===== src/rtl/mem_stage.sv =====
// mem_stage: memory-access stage of the 5-stage MIPS pipeline.
// Holds the EX/MEM and MEM/WB registers, drives the data-memory
// request/ready handshake, aligns sub-word stores, extracts loads and
// stalls IF/ID/EX while an access is outstanding.
// Optional build macro MEM_MISALIGN_TRAP_EN: misaligned half/word accesses
// are suppressed, flagged on the sticky 'misalign' output and retired as
// a bubble. Without the macro such accesses proceed with lane rules only.
module mem_stage #(
  parameter int TIMEOUT = 16
) (
  input  logic        clk,
  input  logic        rst_n,
  input  logic        EX_RegWrite,
  input  logic        EX_MemRead,
  input  logic        EX_MemWrite,
  input  logic        EX_MemtoReg,
  input  logic [4:0]  EX_RegWriteA,
  input  logic [31:0] EX_ALUResult,
  input  logic [31:0] EX_WriteData,
  input  logic [3:0]  EX_LoadType,
  input  logic [2:0]  EX_SaveType,
  output logic        dmem_req,
  output logic        dmem_we,
  output logic [31:0] dmem_addr,
  output logic [3:0]  dmem_be,
  output logic [31:0] dmem_wdata,
  input  logic        dmem_ready,
  input  logic [31:0] dmem_rdata,
  output logic        MEM_Stall,
  output logic [31:0] EX_MEM_ALUResult,
  output logic        EX_MEM_RegWrite,
  output logic [4:0]  EX_MEM_RegWriteA,
  output logic        MEM_WB_RegWrite,
  output logic        MEM_WB_MemtoReg,
  output logic [4:0]  MEM_WB_RegWriteA,
  output logic [31:0] MEM_WB_ALUResult,
  output logic [31:0] MEM_WB_ReadData,
  output logic        mem_err
`ifdef MEM_MISALIGN_TRAP_EN
  ,
  output logic        misalign
`endif
);

  typedef enum logic [1:0] {S_IDLE, S_WAIT, S_DONE} state_t;

  // waitCount only needs to reach TIMEOUT-2: the IDLE cycle is the first
  // stall cycle, so WAIT covers stall cycles 2..TIMEOUT.
  localparam int CW = (TIMEOUT > 2) ? $clog2(TIMEOUT) : 1;
  localparam logic [CW-1:0] LAST_WAIT = CW'((TIMEOUT > 1) ? TIMEOUT - 2 : 0);

  state_t        state;
  logic [CW-1:0] waitCount;

  logic          exMemMemRead;
  logic          exMemMemWrite;
  logic          exMemMemtoReg;
  logic [31:0]   exMemWriteData;
  logic [3:0]    exMemLoadType;
  logic [2:0]    exMemSaveType;

  logic [1:0]    byteSel;
  logic          memOp;
  logic          isLoad;
  logic          accessByte;
  logic          accessHalf;
  logic          accessWord;
  logic          misalignedOp;
  logic          reqOp;
  logic [3:0]    alignedBe;
  logic [31:0]   alignedWdata;
  logic [7:0]    laneByte;
  logic [15:0]   laneHalf;
  logic [31:0]   loadData;
  logic [31:0]   wbReadData;

  assign byteSel = EX_MEM_ALUResult[1:0];
  // A simultaneous read+write is treated as a write.
  assign memOp   = exMemMemRead | exMemMemWrite;
  assign isLoad  = exMemMemRead & ~exMemMemWrite;

  assign accessByte = exMemMemWrite ? (exMemSaveType == 3'd1)
                                    : (isLoad && (exMemLoadType == 4'd1 || exMemLoadType == 4'd2));
  assign accessHalf = exMemMemWrite ? (exMemSaveType == 3'd2)
                                    : (isLoad && (exMemLoadType == 4'd3 || exMemLoadType == 4'd4));
  assign accessWord = memOp & ~accessByte & ~accessHalf;

`ifdef MEM_MISALIGN_TRAP_EN
  assign misalignedOp = (accessHalf & byteSel[0]) | (accessWord & (byteSel != 2'b00));
`else
  assign misalignedOp = 1'b0;
`endif

  // An access that actually goes to memory.
  assign reqOp = memOp & ~misalignedOp;

  assign dmem_req  = reqOp && (state != S_DONE);
  assign MEM_Stall = reqOp && !dmem_ready && (state != S_DONE);
  assign dmem_we   = memOp & exMemMemWrite;
  assign dmem_addr = memOp ? {EX_MEM_ALUResult[31:2], 2'b00} : 32'd0;
  assign dmem_be   = alignedBe;
  assign dmem_wdata = alignedWdata;

  // Lane enables and replicated store data, derived from EX/MEM only.
  always_comb begin
    alignedBe    = 4'b0000;
    alignedWdata = 32'd0;
    if (memOp) begin
      if (exMemMemWrite) begin
        case (exMemSaveType)
          3'd1: begin
            alignedBe    = 4'b0001 << byteSel;
            alignedWdata = {4{exMemWriteData[7:0]}};
          end
          3'd2: begin
            alignedBe    = byteSel[1] ? 4'b1100 : 4'b0011;
            alignedWdata = {2{exMemWriteData[15:0]}};
          end
          default: begin
            alignedBe    = 4'b1111;
            alignedWdata = exMemWriteData;
          end
        endcase
      end else begin
        alignedBe = 4'b1111;
      end
    end
  end

  // Select the addressed lane of the read word and extend it.
  always_comb begin
    case (byteSel)
      2'd0:    laneByte = dmem_rdata[7:0];
      2'd1:    laneByte = dmem_rdata[15:8];
      2'd2:    laneByte = dmem_rdata[23:16];
      default: laneByte = dmem_rdata[31:24];
    endcase
    laneHalf = byteSel[1] ? dmem_rdata[31:16] : dmem_rdata[15:0];
    case (exMemLoadType)
      4'd1:    loadData = {{24{laneByte[7]}}, laneByte};
      4'd2:    loadData = {24'd0, laneByte};
      4'd3:    loadData = {{16{laneHalf[15]}}, laneHalf};
      4'd4:    loadData = {16'd0, laneHalf};
      default: loadData = dmem_rdata;
    endcase
  end

  // An aborted access (DONE) and non-loads write zero read data.
  assign wbReadData = (isLoad && reqOp && state != S_DONE) ? loadData : 32'd0;

  // EX/MEM register: capture the execute stage unless memory is stalling.
  always_ff @(posedge clk or negedge rst_n) begin
    if (!rst_n) begin
      EX_MEM_RegWrite  <= 1'b0;
      EX_MEM_RegWriteA <= 5'd0;
      EX_MEM_ALUResult <= 32'd0;
      exMemMemRead     <= 1'b0;
      exMemMemWrite    <= 1'b0;
      exMemMemtoReg    <= 1'b0;
      exMemWriteData   <= 32'd0;
      exMemLoadType    <= 4'd0;
      exMemSaveType    <= 3'd0;
    end else if (!MEM_Stall) begin
      EX_MEM_RegWrite  <= EX_RegWrite;
      EX_MEM_RegWriteA <= EX_RegWriteA;
      EX_MEM_ALUResult <= EX_ALUResult;
      exMemMemRead     <= EX_MemRead;
      exMemMemWrite    <= EX_MemWrite;
      exMemMemtoReg    <= EX_MemtoReg;
      exMemWriteData   <= EX_WriteData;
      exMemLoadType    <= EX_LoadType;
      exMemSaveType    <= EX_SaveType;
    end
  end

  // Handshake FSM: wait for ready, abort after TIMEOUT stall cycles.
  always_ff @(posedge clk or negedge rst_n) begin
    if (!rst_n) begin
      state     <= S_IDLE;
      waitCount <= '0;
      mem_err   <= 1'b0;
`ifdef MEM_MISALIGN_TRAP_EN
      misalign  <= 1'b0;
`endif
    end else begin
`ifdef MEM_MISALIGN_TRAP_EN
      if (misalignedOp) begin
        misalign <= 1'b1;
      end
`endif
      case (state)
        S_IDLE: begin
          if (reqOp && !dmem_ready) begin
            waitCount <= '0;
            if (TIMEOUT <= 1) begin
              state   <= S_DONE;
              mem_err <= 1'b1;
            end else begin
              state <= S_WAIT;
            end
          end
        end
        S_WAIT: begin
          if (dmem_ready) begin
            state     <= S_IDLE;
            waitCount <= '0;
          end else if (waitCount == LAST_WAIT) begin
            state   <= S_DONE;
            mem_err <= 1'b1;
          end else begin
            waitCount <= waitCount + CW'(1);
          end
        end
        S_DONE: begin
          state     <= S_IDLE;
          waitCount <= '0;
        end
        default: state <= S_IDLE;
      endcase
    end
  end

  // MEM/WB register: bubble while stalled, otherwise retire EX/MEM.
  always_ff @(posedge clk or negedge rst_n) begin
    if (!rst_n) begin
      MEM_WB_RegWrite  <= 1'b0;
      MEM_WB_MemtoReg  <= 1'b0;
      MEM_WB_RegWriteA <= 5'd0;
      MEM_WB_ALUResult <= 32'd0;
      MEM_WB_ReadData  <= 32'd0;
    end else if (MEM_Stall) begin
      MEM_WB_RegWrite <= 1'b0;
    end else begin
      MEM_WB_RegWrite  <= EX_MEM_RegWrite & ~misalignedOp;
      MEM_WB_MemtoReg  <= exMemMemtoReg;
      MEM_WB_RegWriteA <= EX_MEM_RegWriteA;
      MEM_WB_ALUResult <= EX_MEM_ALUResult;
      MEM_WB_ReadData  <= wbReadData;
    end
  end

endmodule

===== config.mk =====
export PLATFORM = sky130hd
export DESIGN_NAME = mem_stage
export DESIGN_NICKNAME = d
export VERILOG_FILES = /design/src/rtl/mem_stage.sv
export SDC_FILE = /design/constraint.sdc
export NUM_CORES = 1
export LEC_CHECK = 0
export BUFFER_PORTS_ARGS = -buffer_cell sky130_fd_sc_hd__buf_4
export CAP_MARGIN = 5
export CORE_MARGIN = 3
export CORE_UTILIZATION = 49
export CTS_CLUSTER_DIAMETER = 30
export DETAILED_ROUTE_END_ITERATION = 12
export PLACE_DENSITY = 0.84
export SYNTH_ARGS = -nofsm -noshare
export SYNTH_HDL_FRONTEND = slang
export SYNTH_SLANG_ARGS = --single-unit

===== constraint.sdc =====
create_clock -name clk -period 2.7 [get_ports clk]
set_input_delay 0.27 -clock clk [delete_from_list [all_inputs] [get_ports clk]]
set_output_delay 0.27 -clock clk [all_outputs]
set_load 0.02 [all_outputs]

* Word-level counts from Yosys, hierarchy flattened *
Cells that the tools add are included.
W data, S select, Z words.

storage, ports and cells
  register bits = 158
  bits in latches = 0
  memory bits (writable) = 0
  memory bits (read-only) = 0
  output and inout bits = 181
  word-level logic and storage cells = 72
  memories = 0

operators by class
  add/sub/neg operators = 1
  $mul = 0
  divide/modulo/power cells = 0
  order comparisons = 0
  eq/ne operators = 15
  shift-type cells = 1
  multiplexer cells = 21
  bitwise logic cells = 5
  reduce and logical (&&, ||, !) cells = 12

operators by type and width
  kind                   number
  $mux W32               4
  $pmux W32 S4           1
  $pmux W32 S2           1
  $mux W4                6
  $pmux W8 S3            1
  $mux W16               1
  $pmux W4 S3            1
  $eq A4 B2 Y1 const B   2
  $pmux W4 S2            1
  $mux W2                3
  $ne A3 B3 Y1 const B   2
  $reduce_and A3 Y1      2
  $logic_and A1 B1 Y1    5
  $add A4 B1 Y4 const B  1
  $eq A2 B1 Y1 const B   2
  $eq A2 B2 Y1 const B   2
  $eq A4 B1 Y1 const B   1
  $eq A4 B3 Y1 const B   1
  $eq A4 B4 Y1 const B   1
  $logic_not A2 Y1       2
  $ne A2 B2 Y1 const B   2
  $pmux W2 S2            1
  $shl A1 B2 Y4 const A  1
  $eq A3 B1 Y1 const B   1
  8 further kinds        10

* Depth between registers and ports, before layout *
  depth in word-level cells = 5
  mapped depth = 7
  depth with buffers taken out = 6

* Worst setup path before layout *
No wires, ideal clock.

  kind = register to output
  start point = reg EX_MEM_ALUResult[1]
  end point = out dmem_be[2]
  arrival time = 1.794 ns
  data required time = 2.430 ns
  setup slack = 0.636 ns
  stages on the path, launching flop included = 5
  buffers on the path = 2
  cell sequence = dfrtp_1 -> buf_2 -> buf_1 -> o21ai_0 -> o21ai_0

between the ends
  cells in the longest elaborated chain, start to end = 4
  elaborated cells between the ends (all ways) = 5

ends and longest elaborated chain
  item                                      line      source
  from (decl)                               30        output logic [31:0] EX_MEM_ALUResult,
  from (signal assigned)                    166       EX_MEM_ALUResult <= EX_ALUResult;
  $mux W4 or $shl A1 B2 Y4 (tied branches)  116, 112
  $pmux W4 S2 (*)                           110       case (exMemSaveType)
  $mux W4 (*)                               109       if (exMemMemWrite) begin
  $mux W4 (*)                               108       if (memOp) begin
  to (decl)                                 25        output logic [3:0] dmem_be,

Mark *: on every way between the ends. The rest lies on a longest branch, timed or not.

* Final worst setup path *
  start point = reg exMemMemWrite
  end point = out MEM_Stall

between the ends
  cells in the longest elaborated chain, start to end = 3

ends and longest elaborated chain
  item                               line  source
  from (decl)                        56    logic exMemMemWrite;
  from (signal assigned)             168   exMemMemWrite <= EX_MemWrite;
  $or A1 B1 Y1                       79    assign memOp = exMemMemRead | exMemMemWrite;
  $logic_and A1 B1 Y1 (2 in series)  98    assign MEM_Stall = reqOp && !dmem_ready && (state != S_DONE);
  to (decl)                          29    output logic MEM_Stall,

No other way between the ends.

==> reports/metrics.csv <==
metric;value;unit
startpoint_type;flop;
area_delta_synth_final;39.8;%
rsz0062_at_grt;false;
power.leakage;4.92;nW
multiInputGateArea;3280;um^2
max_slew.worst_pin.slew;0.724;ns
placed_area;9840;um^2
drive_above_1_share;54.0;%
async_flop_share;100;%
wirelength;21400;um
drv_slew;0;
clock_latency;0.41;ns
cts_made_buffers;17;
worstSetupPathType;flop to output port;
final_cell_mix;buf_4, dfrtp_1, mux2_2;
grt_pass1_wl;33200;um
finalPower;7.94;mW
io-pin-count;296;
worst_path_max_delay_cell;dfrtp_1;
antenna_found_initial;0;
holdWs;0.0876;ns
cts_tree;yes;
grt_pass1_vias;6308;
hold_buffers;1;
drtPass1Iterations;5;
cts_buffer_depth;2;
netlist_area;7480;um^2
grtUsageMet2;41.8;%
critPathMaxStageDelay;0.67;ns
die_w;130;um
endpoint_kind;output port;
ys_warn_count;0;
synth_seq_cells;158;
drt_iter0_markers;550;
setup-tns-final;0;ns
cap_violations;0;
cp.required;2.43;ns
period_share;88.7;%
power.density;759;nW/um^2
cts_resized;0;
grt_util_met3;7.71;%
n_fill_cell;1084;
synth-edff-count;0;
clk_pin_slew;0.06;ns
fmax;0.418;GHz
utilization;70.9;%
postCtsSetupBuffers;0;
seq_area_frac_synth;52.8;%
mostFrequentLayoutCell;buf_4;
use_met1;31.6;%
die_h;130;um
grt-busiest-layer;met2;
finalNetCount;1017;
grt_use_total;25.3;%
gr-total-overflow;0;
avgSynthCellArea;12.2;um^2
num_rows;44;
hpwlAfterDp;15500;um
die-area;16800;um^2
start_util;50.7;%
design_area;10500;um^2
ys_types;52;
detail-route-antenna-nets;0;
synthCells;612;
port_buffers;293;
finalHoldViolCount;0;
cp_max_fo;81;
drt-vias-per-instance;5.63;
relSlewSlack;51.7;%
seqCellArea;3950;um^2
hold_path.class;primary input to flop;
irDropWorstVdd;493;uV
finalWorstPathRequiredPeriod;2.39;ns
antenna_cells;0;
crit_chain;nor2_2, nor3_4, buf_12, buf_4;
fin_skew;0.00756;ns
setup_viol;0;
drcViolationCount;0;
vias;6172;
core-area;14800;um^2
routedWlPerCell;19.5;um
cts-root-buf;clkbuf_16;
outcome;completed;
reg2reg_depth;5;
arrival;2.12;ns
cts.sinks;158;
yosys_most_used_dff;dfrtp_1;
hold_path_depth;2;
grt_max_degree;82;
h-tree-depth;4;
place_congestion;0.902;
-- registers in the layout, summed over array words and instances, names as in the netlist --
name	flops
exMemSaveType	3
exMemLoadType	4
state	2
MEM_WB_ReadData	32
MEM_WB_RegWriteA	5
MEM_WB_MemtoReg	1
exMemMemWrite	1
exMemWriteData	32
mem_err	1
MEM_WB_RegWrite	1
exMemMemRead	1
EX_MEM_ALUResult	32
EX_MEM_RegWrite	1
EX_MEM_RegWriteA	5
MEM_WB_ALUResult	32
waitCount	4
exMemMemtoReg	1
-- Yosys cell counts (2+ instances only) --
cell        n  area share (%)
a21o_1      2            0.20
a21oi_1    29             1.9
a221o_1    11             1.5
a221o_2     6            0.90
a221oi_1    7            0.82
a31oi_1    10            0.84
and2_1      8            0.67
buf_1       5            0.25
buf_2      14            0.94
buf_4       4            0.40
buf_6       2            0.30
clkbuf_1   15            0.75
dfrtp_1   158              53
ha_1        2            0.33
inv_1       5            0.25
mux2_2    125              19
mux2i_1     8             1.1
mux4_2      8             2.4
nand2_1    69             3.5
nand2b_1    3            0.25
nand3_1     3            0.20
nor2_1     10            0.50
nor2b_1    32             2.7
nor3b_1     2            0.20
o21ai_0    30             2.0
o21ai_1     6            0.40
o21bai_1    3            0.30
o221ai_1    8            0.94
or2_2       3            0.25
or3b_1      2            0.23
-- final timing paths --
path | startpoint | end | slack (ns)
min reg2reg | mem_err$_DFFE_PN0P_ | mem_err$_DFFE_PN0P_ | 0.48
max | exMemMemWrite$_DFFE_PN0N_ | MEM_Stall | 0.31
max reg2reg | exMemMemWrite$_DFFE_PN0N_ | MEM_WB_ReadData[27]$_DFFE_PN0N_ | 0.59
max in group asynchronous | rst_n | MEM_WB_ALUResult[17]$_DFFE_PN0N_ | 1.57
min | EX_ALUResult[10] | EX_MEM_ALUResult[10]$_DFFE_PN0N_ | 0.09
min in group asynchronous | rst_n | MEM_WB_ReadData[30]$_DFFE_PN0N_ | 0.39
-- metrics by stage --
step / instances / worst slack [ns]
3_3_place_gp: 1064 / 0.646
6_report: 1097 / 0.306
3_5_place_dp: 1064 / 0.644
4_1_cts: 1097 / 0.310
2_1_floorplan: 613 / 0.636
5_1_grt: 1097 / 0.143
-- layer usage --
| metal | wire, um | up-vias |
|---|---|---|
| li1 | - | 2787 |
| met1 | 8210 | 2999 |
| met2 | 10600 | 340 |
| met3 | 2030 | 46 |
| met4 | 519 | 0 |
| met5 | 0 | - |
-- report_power, final --
group | internal [mW] | leakage, nW | switching, mW
registers | 2.71 | 1.92 | 0.290
clock network | 1.48 | 0.286 | 0.957
logic | 1.17 | 2.71 | 1.33
total | 5.37 | 4.92 | 2.58
-- layout make-up --
| class | count | share of cell area (%) |
|---|---|---|
| timing repair buffer | 310 | 22.7 |
| clock buffer | 19 | 4.23 |
| multi-input combinational | 408 | 31.3 |
| clock inverter | 13 | 1.58 |
| tap | 184 | 2.20 |
| sequential | 158 | 37.8 |
| inverter | 5 | 0.179 |
-- worst max-delay path: cells and delay by family, from the launching register on --
family                 cells  cell delay [ns]
buffers and inverters      2             0.61
flip-flops                 1             0.67
AND/OR/NAND/NOR            2             0.39
-- cells by family (layout without fill, tap and decap cells) --
logic type	after synthesis	after routing	synth area share, %
other cells	1	2	0.0501
simple gates	142	142	10.0
mux	141	141	22.3
xor+xnor	1	1	0.117
fa+ha+maj	2	2	0.334
compound gates	120	120	10.9
buf+inv	47	347	3.53
flops	158	158	52.8
No activity file was read; power rests on OpenSTA's default activity.
